==> src/rtl/line_raster_engine.sv <==
// Rasteriser front end: buffers draw ops in a small FIFO and walks each one pixel per cycle
// (all-octant Bresenham lines or row-major rect fill). Define LRE_CLIP_EN to drop off-screen pixels.
module line_raster_engine #(
  parameter int CW         = 10,
  parameter int COLW       = 12,
  parameter int FIFO_DEPTH = 4,
  parameter int FIFO_LOG2  = 2,
  parameter int SCREEN_W   = 640,
  parameter int SCREEN_H   = 480
) (
  input  logic                 clk,
  input  logic                 rst,
  input  logic [4*CW+COLW:0]   in_op,
  input  logic                 in_rts,
  output logic                 in_rtr,
  output logic [CW-1:0]        out_x,
  output logic [CW-1:0]        out_y,
  output logic [COLW-1:0]      out_color,
  output logic                 out_last,
  output logic                 out_rts,
  input  logic                 out_rtr,
  output logic                 op_done,
  output logic                 busy
);
  localparam int OPW = 1 + 4*CW + COLW;
  localparam logic [FIFO_LOG2-1:0] PTR_ONE  = 1;
  localparam logic [FIFO_LOG2:0]   CNT_ONE  = 1;
  localparam logic [FIFO_LOG2:0]   CNT_FULL = (FIFO_LOG2+1)'(FIFO_DEPTH);
  localparam logic [CW-1:0]        C_ONE    = 1;
  localparam logic signed [CW+1:0] S_ZERO   = '0;

  if (FIFO_DEPTH != (1 << FIFO_LOG2) || SCREEN_W > (1 << CW) || SCREEN_H > (1 << CW)) begin : g_param_check
    $error("line_raster_engine: inconsistent parameters");
  end

  typedef enum logic [1:0] {S_IDLE, S_SETUP, S_RUN} state_t;
  state_t state_q;

  logic [OPW-1:0]       fifo_mem [FIFO_DEPTH];
  logic [FIFO_LOG2-1:0] wptr_q, rptr_q;
  logic [FIFO_LOG2:0]   cnt_q;
  logic                 push, pop, fifo_empty, emit, step;

  logic [OPW-1:0]       op_q;
  logic                 op_mode;
  logic [CW-1:0]        op_x1, op_y1, op_x2, op_y2;
  logic [COLW-1:0]      op_col;
  logic [CW-1:0]        xmin, xmax, ymin, ymax, start_x, start_y, fin_x, fin_y;
  logic signed [CW+1:0] diff_x, diff_y, abs_x, abs_y;

  logic signed [CW+1:0] dx_q, dy_q, err_q, err_n;
  logic signed [CW+2:0] e2, dx_e, dy_e;
  logic                 sx_q, sy_q, step_x, step_y;
  logic [CW-1:0]        end_x_q, end_y_q, wrap_x_q, nx, ny;

  logic [CW-1:0]        cur_x_q, cur_y_q;
  logic [COLW-1:0]      color_q;
  logic                 vld_q, last_q;

  assign fifo_empty = (cnt_q == '0);
  assign in_rtr     = (cnt_q != CNT_FULL);
  assign push       = in_rts && in_rtr;
  // Pop either from IDLE or directly on the final transfer, leaving one bubble between ops.
  assign pop        = !fifo_empty && ((state_q == S_IDLE) || (step && last_q));

  always_ff @(posedge clk) begin
    if (push) fifo_mem[wptr_q] <= in_op;
  end

  always_ff @(posedge clk) begin
    if (rst) begin
      wptr_q <= '0;
      rptr_q <= '0;
      cnt_q  <= '0;
    end else begin
      if (push) wptr_q <= wptr_q + PTR_ONE;
      if (pop)  rptr_q <= rptr_q + PTR_ONE;
      case ({push, pop})
        2'b10:   cnt_q <= cnt_q + CNT_ONE;
        2'b01:   cnt_q <= cnt_q - CNT_ONE;
        default: cnt_q <= cnt_q;
      endcase
    end
  end

  assign op_mode = op_q[OPW-1];
  assign op_x1   = op_q[OPW-2 -: CW];
  assign op_y1   = op_q[OPW-2-CW -: CW];
  assign op_x2   = op_q[OPW-2-2*CW -: CW];
  assign op_y2   = op_q[OPW-2-3*CW -: CW];
  assign op_col  = op_q[COLW-1:0];

  // Setup: widened signed deltas so no endpoint difference can wrap.
  assign diff_x  = $signed({2'b00, op_x2}) - $signed({2'b00, op_x1});
  assign diff_y  = $signed({2'b00, op_y2}) - $signed({2'b00, op_y1});
  assign abs_x   = diff_x[CW+1] ? -diff_x : diff_x;
  assign abs_y   = diff_y[CW+1] ? -diff_y : diff_y;
  assign xmin    = (op_x1 < op_x2) ? op_x1 : op_x2;
  assign xmax    = (op_x1 < op_x2) ? op_x2 : op_x1;
  assign ymin    = (op_y1 < op_y2) ? op_y1 : op_y2;
  assign ymax    = (op_y1 < op_y2) ? op_y2 : op_y1;
  assign start_x = op_mode ? xmin : op_x1;
  assign start_y = op_mode ? ymin : op_y1;
  assign fin_x   = op_mode ? xmax : op_x2;
  assign fin_y   = op_mode ? ymax : op_y2;

  assign e2     = $signed({err_q, 1'b0});
  assign dx_e   = $signed({dx_q[CW+1], dx_q});
  assign dy_e   = $signed({dy_q[CW+1], dy_q});
  assign step_x = (e2 >= dy_e);
  assign step_y = (e2 <= dx_e);
  assign err_n  = err_q + (step_x ? dy_q : S_ZERO) + (step_y ? dx_q : S_ZERO);

  always_comb begin
    nx = cur_x_q;
    ny = cur_y_q;
    if (op_mode) begin
      if (cur_x_q == end_x_q) begin
        nx = wrap_x_q;
        ny = cur_y_q + C_ONE;
      end else begin
        nx = cur_x_q + C_ONE;
      end
    end else begin
      if (step_x) nx = sx_q ? cur_x_q + C_ONE : cur_x_q - C_ONE;
      if (step_y) ny = sy_q ? cur_y_q + C_ONE : cur_y_q - C_ONE;
    end
  end

`ifdef LRE_CLIP_EN
  localparam logic [CW:0] SCR_W = (CW+1)'(SCREEN_W);
  localparam logic [CW:0] SCR_H = (CW+1)'(SCREEN_H);
  assign emit = ({1'b0, cur_x_q} < SCR_W) && ({1'b0, cur_y_q} < SCR_H);
`else
  assign emit = 1'b1;
`endif

  // Suppressed pixels advance without waiting on downstream.
  assign step      = (state_q == S_RUN) && vld_q && (out_rtr || !emit);
  assign out_rts   = vld_q && emit;
  assign out_last  = vld_q && last_q && emit;
  assign op_done   = step && last_q && !rst;
  assign busy      = (state_q != S_IDLE) || !fifo_empty;
  assign out_x     = cur_x_q;
  assign out_y     = cur_y_q;
  assign out_color = color_q;

  always_ff @(posedge clk) begin
    if (pop) op_q <= fifo_mem[rptr_q];
    if (state_q == S_SETUP) begin
      dx_q     <= abs_x;
      dy_q     <= -abs_y;
      err_q    <= abs_x - abs_y;
      sx_q     <= ~diff_x[CW+1];
      sy_q     <= ~diff_y[CW+1];
      end_x_q  <= fin_x;
      end_y_q  <= fin_y;
      wrap_x_q <= xmin;
    end else if (step) begin
      err_q <= err_n;
    end
  end

  always_ff @(posedge clk) begin
    if (rst) begin
      state_q <= S_IDLE;
      vld_q   <= 1'b0;
      last_q  <= 1'b0;
      cur_x_q <= '0;
      cur_y_q <= '0;
      color_q <= '0;
    end else begin
      case (state_q)
        S_IDLE: if (!fifo_empty) state_q <= S_SETUP;
        S_SETUP: begin
          cur_x_q <= start_x;
          cur_y_q <= start_y;
          color_q <= op_col;
          last_q  <= (start_x == fin_x) && (start_y == fin_y);
          vld_q   <= 1'b1;
          state_q <= S_RUN;
        end
        S_RUN: if (step) begin
          if (last_q) begin
            vld_q   <= 1'b0;
            last_q  <= 1'b0;
            state_q <= fifo_empty ? S_IDLE : S_SETUP;
          end else begin
            cur_x_q <= nx;
            cur_y_q <= ny;
            last_q  <= (nx == end_x_q) && (ny == end_y_q);
          end
        end
        default: state_q <= S_IDLE;
      endcase
    end
  end
endmodule

==> config.mk <==
export PLATFORM = sky130hd
export DESIGN_NAME = line_raster_engine
export DESIGN_NICKNAME = d
export VERILOG_FILES = /design/src/rtl/line_raster_engine.sv
export SDC_FILE = /design/constraint.sdc
export NUM_CORES = 1
export LEC_CHECK = 0
export ABC_AREA = 1
export CORE_MARGIN = 4
export CORE_UTILIZATION = 55
export DETAILED_ROUTE_END_ITERATION = 7
export PLACE_DENSITY = 0.84
export SYNTH_ARGS = -nofsm -noshare
export SYNTH_HDL_FRONTEND = slang
export SYNTH_SLANG_ARGS = --single-unit
export TNS_END_PERCENT = 10
==> constraint.sdc <==
create_clock -name clk -period 6.3 [get_ports clk]
set_input_delay 0.945 -clock clk [delete_from_list [all_inputs] [get_ports clk]]
set_output_delay 0.945 -clock clk [all_outputs]
set_load 0.02 [all_outputs]
==> results_dict.tcl <==
set metrics [dict create \
    dieHeight_um 196 \
    worstMarginPinSlew_ns 1.07 \
    maxCapViolCount 0 \
    syn_avg_cell_area_um2 9.56 \
    cts_buffers 38 \
    synthFlopType "edfxtp_1" \
    cts_sinks 376 \
    htree_levels 2 \
    synth_seq_cells 376 \
    yosys.area_share.simple_pct 16.9 \
    syn_inst 2038 \
    finalHoldViolations 0 \
    core_area_um2 34700 \
    min_period_over_period_pct 76.5 \
    routed_wl_um 48900 \
    placementRows 68 \
    clockBufferDepth 3 \
    setup_viol 0 \
    cp.required_ns 6.59 \
    start_util_pct 56.1 \
    synth_compound_area_share_pct 11.4 \
    fin_tns_setup_ns 0 \
    hold_path.class "reg2reg" \
    synthAdderAreaFrac_pct 6.59 \
    drt_iter0_drc 1507 \
    synth-edff-count 333 \
    cts-root-buf "clkbuf_16" \
    post-synth-top-count-cell "nand2_1" \
    grt_pass1_vias 14100 \
    clkLatencyLatePin_ns 0.54 \
    critPathKind "reg2reg" \
    max_stage_delay_ns 0.51 \
    ant_nets 0 \
    remaining_drc_errors 0 \
    synth_cell_types 52 \
    synth.top_cells.by_area "edfxtp_1 51%, nand2_1 7.8%, o21ai_0 5.4%" \
    fp.dieW_um 196 \
    die_area_um2 38500 \
    synth.area.mux_share_pct 0.0514 \
    yosys-top-cells-count "406 x nand2_1, 333 x edfxtp_1, 233 x nor2_1" \
    slowest_stage "a221oi_2" \
    io_buffers 93 \
    antenna_found_initial 1 \
    yosys.area.top_type_share_pct 51.3 \
    drt_pass1_iterations 6 \
    max_slew_margin_pct 28.9 \
    track_usage_pct 24.7 \
    gp_congestion 0.981 \
    slew_violations 0 \
    critPathArrivalTime_ns 5.11 \
    hold_buffers 0 \
    critPathMostFrequentCell "inv_1" \
    ioPinCount 94 \
    cts_setup_buffers 0 \
    wl_per_cell_um 18.9 \
    synth_top_family_by_area "simple AND/OR/NAND/NOR gates" \
    synthArstFlopShare_pct 0 \
    grt_first_pass_wirelength_um 75800 \
    fin_crit_ns 4.82 \
    routed-via-count 14900 \
    viasPerCell 5.72 \
    cp-start-kind "flip-flop" \
    rsz0062_at_grt "no" \
    outcome "completed" \
    synth_area_um2 19500 \
    syn-num-nets 2188 \
    cp-end-kind "flip-flop" \
    synth-xor-area-share_pct 3.34 \
    clock.fmax_mhz 208 \
    cp_max_fo 8 \
    fin_worst_skew_ns 0.0189 \
    path_clk_slew_ns 0.06 \
    hpwl_um 33900 \
    grt_overflow 0 \
    cts_repair_resize_count 0 \
    ys_warn_count 0 \
    syn_to_final_growth_pct 13.8 \
    grt_max_degree 108 \
    seq_area_frac_synth_pct 55.7 \
    drive_above_1_share_pct 5.66 \
    yosysTopAreaCell "edfxtp_1" \
    cts_tree "yes" \
    nNetsFinal 2260 \
]
[registers in the layout (all words and copies together) (netlist names), 2 cells and up]
register / count
fifo_mem: 212
op_q: 53
dx_q: 12
dy_q: 12
err_q: 12
out_color: 12
end_x_q: 10
end_y_q: 10
out_x: 10
out_y: 10
wrap_x_q: 10
cnt_q: 3
rptr_q: 2
state_q: 2
wptr_q: 2
[through the flow]
stage	instances	setup slack [ns]	hold slack [ns]	utilization, %	cell area [µm²]
2_1_floorplan	2038	1.20	0.447	-	19500
3_3_place_gp	2525	1.70	0.457	60.0	20800
3_5_place_dp	2525	1.54	0.468	60.0	20800
4_1_cts	2594	1.52	0.487	63.9	22200
5_1_grt	2595	0.900	0.501	63.9	22200
6_report	2595	1.48	0.490	63.9	22200
[final timing paths]
kind	cells past startpoint	startpoint	slack, ns	endpoint
worst min register to register	2	op_q[6]$_DFFE_PP_	0.49	out_color[6]$_SDFFE_PP0P_
worst max-delay path	29	op_q[22]$_DFFE_PP_	1.48	err_q[11]$_DFFE_PP_
worst max register to register	29	op_q[22]$_DFFE_PP_	1.48	err_q[11]$_DFFE_PP_
worst min-delay path	2	op_q[6]$_DFFE_PP_	0.49	out_color[6]$_SDFFE_PP0P_
[cells by family (layout without fill, tap and decap cells)]
| logic type | Yosys count | count (layout) |
|---|---|---|
| AND/OR/NAND/NOR | 797 | 797 |
| XOR/XNOR | 67 | 67 |
| multiplexers | 1 | 1 |
| AO/OA/AOI/OAI | 402 | 402 |
| buffers and inverters | 301 | 402 |
| flip-flops | 376 | 376 |
| other | 1 | 2 |
| adder cells (fa/ha/maj) | 93 | 93 |
[layer usage]
metal | wire length [µm] | vias up | GRT usage (%)
li1 | - | 7101 | -
met1 | 20400 | 7036 | 34.3
met2 | 23200 | 615 | 40.6
met3 | 3840 | 100 | 3.68
met4 | 1460 | 0 | 7.91
met5 | 0 | - | 0
[layout make-up]
cell class	count	area, µm²
sequential	376	10900
timing repair buffer	111	1070
tap	455	569
inverter	222	836
clock inverter	27	363
fill	2739	12500
antenna	1	2.50
multi-input combinational	1361	7510
clock buffer	42	966
[layout by cell type (no fill, tap or decap), types with 4 or more instances in the layout]
cell type / synthesis / layout
nand3_1: 96 / 96
buf_4: 1 / 18
clkinv_1: 5 / 12
o21ai_0: 212 / 212
clkbuf_1: 62 / 4
nor3_1: 14 / 14
inv_2: 7 / 9
xor2_1: 43 / 43
nand2_1: 406 / 406
o211ai_1: 21 / 21
nor2_4: 3 / 9
bufinv_16: 0 / 7
inv_1: 209 / 208
clkdlybuf4s50_1: 0 / 93
nor2_2: 4 / 4
clkinv_2: 0 / 5
nor2_1: 233 / 227
ha_1: 77 / 77
edfxtp_1: 333 / 333
dfxtp_1: 43 / 42
clkbuf_16: 0 / 38
o22ai_1: 57 / 57
a21o_1: 5 / 5
a31oi_1: 5 / 5
nand4_1: 19 / 19
a21oi_1: 85 / 84
nand2_2: 7 / 7
nand3b_1: 8 / 8
fa_1: 16 / 16
xnor2_1: 20 / 20
[critical path: cells and delay by family (launching register included)]
| kind | cells | cell delay [ns] |
|---|---|---|
| compound gates | 8 | 1.47 |
| buf+inv | 10 | 0.89 |
| fa+ha+maj | 3 | 0.88 |
| simple gates | 7 | 0.76 |
| flops | 1 | 0.41 |
| xor+xnor | 1 | 0.16 |
Power is not shown: default switching activity piles up to over one toggle a cycle in this logic, so the estimate is an artifact.
